File: src/rtl/alu_if.sv
// Operand/result bundle between an ALU client (master) and the ALU (slave).
interface alu_if #(
    parameter int WIDTH = 8
);
    logic             alu_sel;
    logic [2:0]       alu_order;
    logic [WIDTH-1:0] reg_1;
    logic [WIDTH-1:0] reg_2;
    logic [WIDTH-1:0] alu_out;
    logic             alu_valid;
    logic             flag_z;
    logic             flag_c;
    logic             flag_v;
    logic             flag_n;

    modport master (
        output alu_sel, alu_order, reg_1, reg_2,
        input  alu_out, alu_valid, flag_z, flag_c, flag_v, flag_n
    );

    modport slave (
        input  alu_sel, alu_order, reg_1, reg_2,
        output alu_out, alu_valid, flag_z, flag_c, flag_v, flag_n
    );
endinterface

File: src/rtl/alu.sv
// Single-cycle registered ALU: ADD/SUB/AND/OR/XOR/NOT/SHL/SHR with Z/C/V/N flags.
// Define ALU_FLAGS_EN to compute the flags; otherwise the flag ports are tied to 0.
module alu #(
    parameter int WIDTH = 8
) (
    input  logic    clk,
    input  logic    rst,
    alu_if.slave    bus
);

    typedef enum logic [2:0] {
        OP_ADD = 3'b000,
        OP_SUB = 3'b001,
        OP_AND = 3'b010,
        OP_OR  = 3'b011,
        OP_XOR = 3'b100,
        OP_NOT = 3'b101,
        OP_SHL = 3'b110,
        OP_SHR = 3'b111
    } op_e;

    logic signed [WIDTH-1:0] a_p0;
    logic signed [WIDTH-1:0] b_p0;
    logic signed [WIDTH-1:0] res_p0;

    logic        [WIDTH-1:0] out_p1;
    logic                    vld_p1;

    assign a_p0 = bus.reg_1;
    assign b_p0 = bus.reg_2;

    // Stage p0: combinational result from the operands presented this cycle
    always_comb begin
        res_p0 = '0;
        case (op_e'(bus.alu_order))
            OP_ADD:  res_p0 = a_p0 + b_p0;
            OP_SUB:  res_p0 = a_p0 - b_p0;
            OP_AND:  res_p0 = a_p0 & b_p0;
            OP_OR:   res_p0 = a_p0 | b_p0;
            OP_XOR:  res_p0 = a_p0 ^ b_p0;
            OP_NOT:  res_p0 = ~a_p0;
            OP_SHL:  res_p0 = {a_p0[WIDTH-2:0], 1'b0};
            OP_SHR:  res_p0 = {1'b0, a_p0[WIDTH-1:1]};
            default: res_p0 = '0;
        endcase
    end

    // Stage p1: result register; holds while no operation is accepted
    always_ff @(posedge clk) begin
        if (rst) begin
            out_p1 <= '0;
            vld_p1 <= 1'b0;
        end else begin
            vld_p1 <= bus.alu_sel;
            if (bus.alu_sel) begin
                out_p1 <= res_p0;
            end
        end
    end

    assign bus.alu_out   = out_p1;
    assign bus.alu_valid = vld_p1;

`ifdef ALU_FLAGS_EN

    function automatic logic add_ovf(input logic signed [WIDTH-1:0] a,
                                     input logic signed [WIDTH-1:0] b,
                                     input logic signed [WIDTH-1:0] r);
        return (a[WIDTH-1] == b[WIDTH-1]) && (r[WIDTH-1] != a[WIDTH-1]);
    endfunction

    // For subtraction the operand signs must differ for the result to overflow.
    function automatic logic sub_ovf(input logic signed [WIDTH-1:0] a,
                                     input logic signed [WIDTH-1:0] b,
                                     input logic signed [WIDTH-1:0] r);
        return (a[WIDTH-1] != b[WIDTH-1]) && (r[WIDTH-1] != a[WIDTH-1]);
    endfunction

    logic [WIDTH:0] sum_ext_p0;
    logic [WIDTH:0] diff_ext_p0;
    logic           carry_p0;
    logic           ovf_p0;
    logic [3:0]     flags_p1;

    assign sum_ext_p0  = {1'b0, bus.reg_1} + {1'b0, bus.reg_2};
    assign diff_ext_p0 = {1'b0, bus.reg_1} - {1'b0, bus.reg_2};

    // Stage p0: carry is the true carry for ADD and the borrow for SUB
    always_comb begin
        carry_p0 = 1'b0;
        ovf_p0   = 1'b0;
        case (op_e'(bus.alu_order))
            OP_ADD: begin
                carry_p0 = sum_ext_p0[WIDTH];
                ovf_p0   = add_ovf(a_p0, b_p0, res_p0);
            end
            OP_SUB: begin
                carry_p0 = diff_ext_p0[WIDTH];
                ovf_p0   = sub_ovf(a_p0, b_p0, res_p0);
            end
            OP_SHL:  carry_p0 = a_p0[WIDTH-1];
            OP_SHR:  carry_p0 = a_p0[0];
            default: carry_p0 = 1'b0;
        endcase
    end

    // Stage p1: flag register, order {z, c, v, n}
    always_ff @(posedge clk) begin
        if (rst) begin
            flags_p1 <= 4'b0000;
        end else if (bus.alu_sel) begin
            flags_p1 <= {(res_p0 == '0), carry_p0, ovf_p0, res_p0[WIDTH-1]};
        end
    end

    assign bus.flag_z = flags_p1[3];
    assign bus.flag_c = flags_p1[2];
    assign bus.flag_v = flags_p1[1];
    assign bus.flag_n = flags_p1[0];

`else

    assign bus.flag_z = 1'b0;
    assign bus.flag_c = 1'b0;
    assign bus.flag_v = 1'b0;
    assign bus.flag_n = 1'b0;

`endif

endmodule

File: src/flat_wrapper.sv
// flat-port wrapper written by rule: the top's interface ports become plain ports
module alu_flat 
#(
    parameter int WIDTH = 8
)
  (clk, rst, bus_alu_sel, bus_alu_order, bus_reg_1, bus_reg_2, bus_alu_out, bus_alu_valid, bus_flag_z, bus_flag_c, bus_flag_v, bus_flag_n);
  alu_if #(.WIDTH(WIDTH)) bus_i ();
  input  logic clk;
  input  logic rst;
  input wire logic [$bits(bus_i.alu_sel)-1:0] bus_alu_sel;
  input wire logic [$bits(bus_i.alu_order)-1:0] bus_alu_order;
  input wire logic [$bits(bus_i.reg_1)-1:0] bus_reg_1;
  input wire logic [$bits(bus_i.reg_2)-1:0] bus_reg_2;
  output wire logic [$bits(bus_i.alu_out)-1:0] bus_alu_out;
  output wire logic [$bits(bus_i.alu_valid)-1:0] bus_alu_valid;
  output wire logic [$bits(bus_i.flag_z)-1:0] bus_flag_z;
  output wire logic [$bits(bus_i.flag_c)-1:0] bus_flag_c;
  output wire logic [$bits(bus_i.flag_v)-1:0] bus_flag_v;
  output wire logic [$bits(bus_i.flag_n)-1:0] bus_flag_n;
  assign bus_i.alu_sel = bus_alu_sel;
  assign bus_i.alu_order = bus_alu_order;
  assign bus_i.reg_1 = bus_reg_1;
  assign bus_i.reg_2 = bus_reg_2;
  assign bus_alu_out = bus_i.alu_out;
  assign bus_alu_valid = bus_i.alu_valid;
  assign bus_flag_z = bus_i.flag_z;
  assign bus_flag_c = bus_i.flag_c;
  assign bus_flag_v = bus_i.flag_v;
  assign bus_flag_n = bus_i.flag_n;
  alu #(.WIDTH(WIDTH)) u_core (.clk(clk), .rst(rst), .bus(bus_i));
endmodule
File: config.mk
export PLATFORM = sky130hd
export DESIGN_NAME = alu_flat
export DESIGN_NICKNAME = d
export VERILOG_FILES = /design/src/rtl/alu_if.sv /design/src/rtl/alu.sv /design/src/flat_wrapper.sv
export SDC_FILE = /design/constraint.sdc
export NUM_CORES = 1
export LEC_CHECK = 0
export ABC_AREA = 1
export CAP_MARGIN = 30
export CORE_MARGIN = 3
export CORE_UTILIZATION = 27
export CTS_CLUSTER_SIZE = 12
export DETAILED_ROUTE_END_ITERATION = 8
export GPL_TIMING_DRIVEN = 0
export SLEW_MARGIN = 10
export SYNTH_ARGS = -nofsm -noshare
export SYNTH_HDL_FRONTEND = slang
export SYNTH_SLANG_ARGS = --single-unit
File: constraint.sdc
create_clock -name clk -period 4 [get_ports clk]
set_input_delay 0.6 -clock clk [delete_from_list [all_inputs] [get_ports clk]]
set_output_delay 0.6 -clock clk [all_outputs]
set_load 0.05 [all_outputs]
=== Word level (Yosys, flattened, before mapping) ===
Cells that the tools add are included.

* Word-level logic and storage cells: 17
* Register bits: 9
* RAM bits: 0
* ROM bits: 0
* Memories: 0
* Latch bits: 0

* Shifts and indexed selects: 0
* Div/mod/pow operators: 0
* Equality and inequality tests: 7
* Magnitude comparators: 0
* Multipliers: 0
* $add $sub $neg: 2
* Reductions and logical operators: 1
* Bitwise logic cells: 4
* Multiplexer cells: 1

{| class="wikitable"
|+ Operator list
! kind !! count
|-
| $pmux 8 s8 || 1
|-
| $eq 3x3->1 const B || 4
|-
| $add 8x8->8 || 1
|-
| $and 8x8->8 || 1
|-
| $not 8->8 || 1
|-
| $or 8x8->8 || 1
|-
| $sub 8x8->8 || 1
|-
| $xor 8x8->8 || 1
|-
| $eq 3x2->1 const B || 2
|-
| $eq 3x1->1 const B || 1
|-
| $logic_not 3->1 || 1
|}

=== Depth between registers and ports, before layout ===
* Depth in word-level cells: 2
* Depth in mapped cells: 17
* Gate-level depth less buffers: 17

=== Worst setup path after synthesis ===
No wires, ideal clock.

* Path type: input-to-reg
* Start point: input bus_reg_2[0]
* End point: register u_core.out_p1[6] (netlist: u_core.bus.alu_out[6])
* Cell stages on the path: 15
* Slack: 1.701 ns
* Library setup time: 0.120 ns
* Data arrival time: 2.179 ns
* Cells stage by stage: inv_1 ha_1 inv_1 nor2_1 nand2_1 nand2_1 xor2_1 inv_1 ha_1 nand2_1 or2_2 nand3_1 nand2_1 nand3_1 a21oi_1

* Longest elaborated chain between the ends: 2
* Elaborated cells between the ends (all ways): 3
* Classes of those cells: add/sub (2); mux (1)

{| class="wikitable"
|+ RTL lines
! what !! line !! text
|-
| from (decl) || flat_wrapper.sv:13 || <nowiki>input wire logic [$bits(bus_i.reg_2)-1:0] bus_reg_2;</nowiki>
|-
| $sub 8x8->8 or $add 8x8->8 (tied branches) || alu.sv:37, alu.sv:36 ||
|-
| $pmux 8 s8 * || alu.sv:35 || <nowiki>case (op_e'(bus.alu_order))</nowiki>
|-
| to (signal assigned) || alu.sv:56 || <nowiki>out_p1 <= res_p0;</nowiki>
|-
| to (decl) || alu.sv:26 || <nowiki>logic [WIDTH-1:0] out_p1;</nowiki>
|}

Mark *: on every way between the ends. The rest lies on a longest branch, timed or not.
A chain may end at the register's enable or synchronous reset.

=== Worst setup path in the final report ===
* Start point: input bus_reg_2[1]
* End point: register u_core.out_p1[6] (netlist: u_core.bus.alu_out[6])

The elaborated chain is that of the path after synthesis.

==> metrics <==
outcome=completed; Clock Path Buffers=2; setup total negative slack=0 ps; Final setup viols=0; Die Y=79.5 um; synth warn=0; register bit total from synthesis=9; count of different cell masters after synthesis=28; Routed Antenna Nets=0; Leakage=0.975 nW; Layout fillers=589; fin crit period=2820 ps; Initial Utilization=28.2%; commonest cells after routing, fill and taps aside=49 x nand2_1, 37 x inv_1, 31 x nor2_1; critical path class=input port to flip-flop; GRT overflow=0; I/O Buffers=29; max-cap viol count=0; CP arrival=2980 ps; drt total wl=3.90 mm; post-synthesis mux area share=0%; fin area=1890 um2; Post-Synthesis Cell Area=1460 um2; Synth Area in Simple Gates=33.3%; antenna diode count=0; commonest non-fill, non-tap cell in the layout=nand2_1; clk slew on worst S/H paths=40 ps; fraction of layout cells with a size suffix above 1=5.49%; Critical path buffers and inverters=4; hold path startpoint=u_core.bus.alu_out[4]; adder-cell share of the synthesized area=21.9%; antenna violations before repair=0; Post-Place Worst Slack=938 ps; total track usage=12.9%; CP Max Fanout=6; synth-to-layout area growth=29.7%; RSZ-0062 raised after global routing=false; core area=5170 um2; Power Density=226 nW/um2; Synth Area in XOR/XNOR=4.80%; Yosys top cell area share=20.6%; FMAX=0.355 GHz; CTS resizes=0; largest family of logic cells by synthesized area=simple AND/OR/NAND/NOR gates; FF-to-FF Start=u_core.bus.alu_out[0]; drt wl/cell=11.4 um; Avg Synthesized Cell Area=6.16 um2; Clk Latency, worst-skew pair=230 ps; Synth Area in Compound Gates=14.5%; CTS Sinks=9; Placer Congestion=0.805; router iterations before antenna repair=4; Reg2Reg Depth=2; worst vdd ir=0.136 mV; Post-layout nets=321; final hold viol count=0; hold depth=2; CTS Buf Count=3; vias in the first global route=1515; placed cell area=1850 um2; Post-CTS Setup Inserts=0; hpwl dp=3.18 mm; Post-Syn Instances=237; Final Skew=0 ps; vias after detailed routing=1588; critical path, cell by cell=clkdlybuf4s50_1 -> inv_1 -> ha_1 -> inv_1 -> nor2_1 -> nand2_1 -> nand2_1 -> xor2_1 -> inv_1 -> ha_1 -> nand2_1 -> or2_2 -> nand4_1 -> nand3_1 -> a21oi_1; CP startpoint kind=input port; global-route wire length before repair=6.58 mm; Hold WC Path Type=flip-flop to flip-flop; Final Max Tran Viols=0; Die Width=79.5 um; 1st-iter DRT viols=83; floorplan row count=26; RR Endpoint=u_core.bus.alu_out[0]; CP Capture Type=flip-flop; hold worst-path end=u_core.bus.alu_out[4]; largest net degree at the start of global routing=10; post-synthesis sequential area ratio=12.3%; Critical-path top delay cell=clkdlybuf4s50_1; Critical Path RT=4160 ps; H-tree Lvls=1; Final WS setup=1180 ps; Via density=4.63; CTS tree=built; family with the most delay on the worst path=simple AND/OR/NAND/NOR gates; top-level port count=35; top post-synthesis cells by area=ha_1 21%, nand2_1 13%, dfxtp_1 12%, inv_1 9.5%, nor2_1 8.0%; Die ar.=6330 um2; # DRC=0; Synth area leader=ha_1; hold buffers post-CTS=0; crit share post-route=70.5%; Root Driver=clkbuf_8; R2R setup slack=3360 ps; post-route core utilization=36.6%; CP max stage delay=450 ps
==> worst register-to-register path, cell delays in order, from the launching register on <==
cell	delay, ps
dfxtp_1	310
o21ai_0	150
a41oi_1	60
==> power by group <==
group,switching (mW),leakage (nW),internal (mW)
Combinational,0.138,0.878,0.0859
Sequential,0.00334,0.0745,0.0974
Clock,0.0351,0.0228,0.0694
Total,0.176,0.975,0.253
==> flip-flops by register name, summed over array words and instances (netlist names) <==
| name | cells |
|---|---|
| u_core.bus.alu_out | 8 |
| u_core.bus.alu_valid | 1 |
==> worst max path at each step <==
stage / from / endpoint / slack [ps] / cells past startpoint
detailed placement: bus_reg_2[1] / u_core.bus.alu_out[6] / 940 / 15
global route: bus_reg_2[0] / u_core.bus.alu_out[6] / 920 / 15
floorplan: bus_reg_2[0] / u_core.bus.alu_out[6] / 1700 / 15
global placement: bus_reg_2[0] / u_core.bus.alu_out[6] / 980 / 15
CTS: bus_reg_2[1] / u_core.bus.alu_out[6] / 1160 / 15
finish: bus_reg_2[1] / u_core.bus.alu_out[6] / 1180 / 15
==> synth_stat cells <==
master	instances
buf_6	1
nand3b_1	1
ha_1	24
o21a_1	1
a21oi_1	22
o21ai_0	11
o211ai_1	1
nand4_1	4
nand3_4	1
nand2_2	1
dfxtp_1	9
a22oi_1	2
fa_1	1
nand3_1	19
xor2_1	8
buf_4	4
clkinv_1	1
nor3_1	1
inv_2	1
nand2_1	49
nor2_4	1
or2_2	1
a21o_1	1
inv_1	37
nor2_2	2
conb_1	1
nor2_1	31
a41oi_1	1
==> stage by stage <==
step	hold slack, ps	total power, mW	instances
after floorplan	669	0.253	240
after global placement	459	0.324	339
after detailed placement	462	0.326	339
after CTS	469	0.433	343
after global routing	497	0.473	343
final	464	0.429	343
==> logic make-up after synthesis <==
logic type,after synthesis
DFF,9
and+or+nand+nor,111
AOI/OAI and AO/OA,39
xor gates and xnor gates,8
adders and majority gates,25
other,1
buffers and inverters,44
==> area by class of cell <==
class,count,area [um2],share of cell area [%]
multi-input combinational,187,1100,58.3
timing repair buffer,29,290,15.3
sequential,9,180,9.51
inverter,39,146,7.73
tap,70,87.6,4.62
clock buffer,4,45.0,2.38
buffer,5,41.3,2.18
==> routing by layer <==
layer	track usage, %	up-vias	share of wire (%)
met5	0	-	0
met4	3.09	0	1.5
met3	2.82	6	5.8
met2	22.1	50	47
met1	16.2	706	46
li1	-	826	-
No activity file was read; power rests on OpenSTA's default activity.
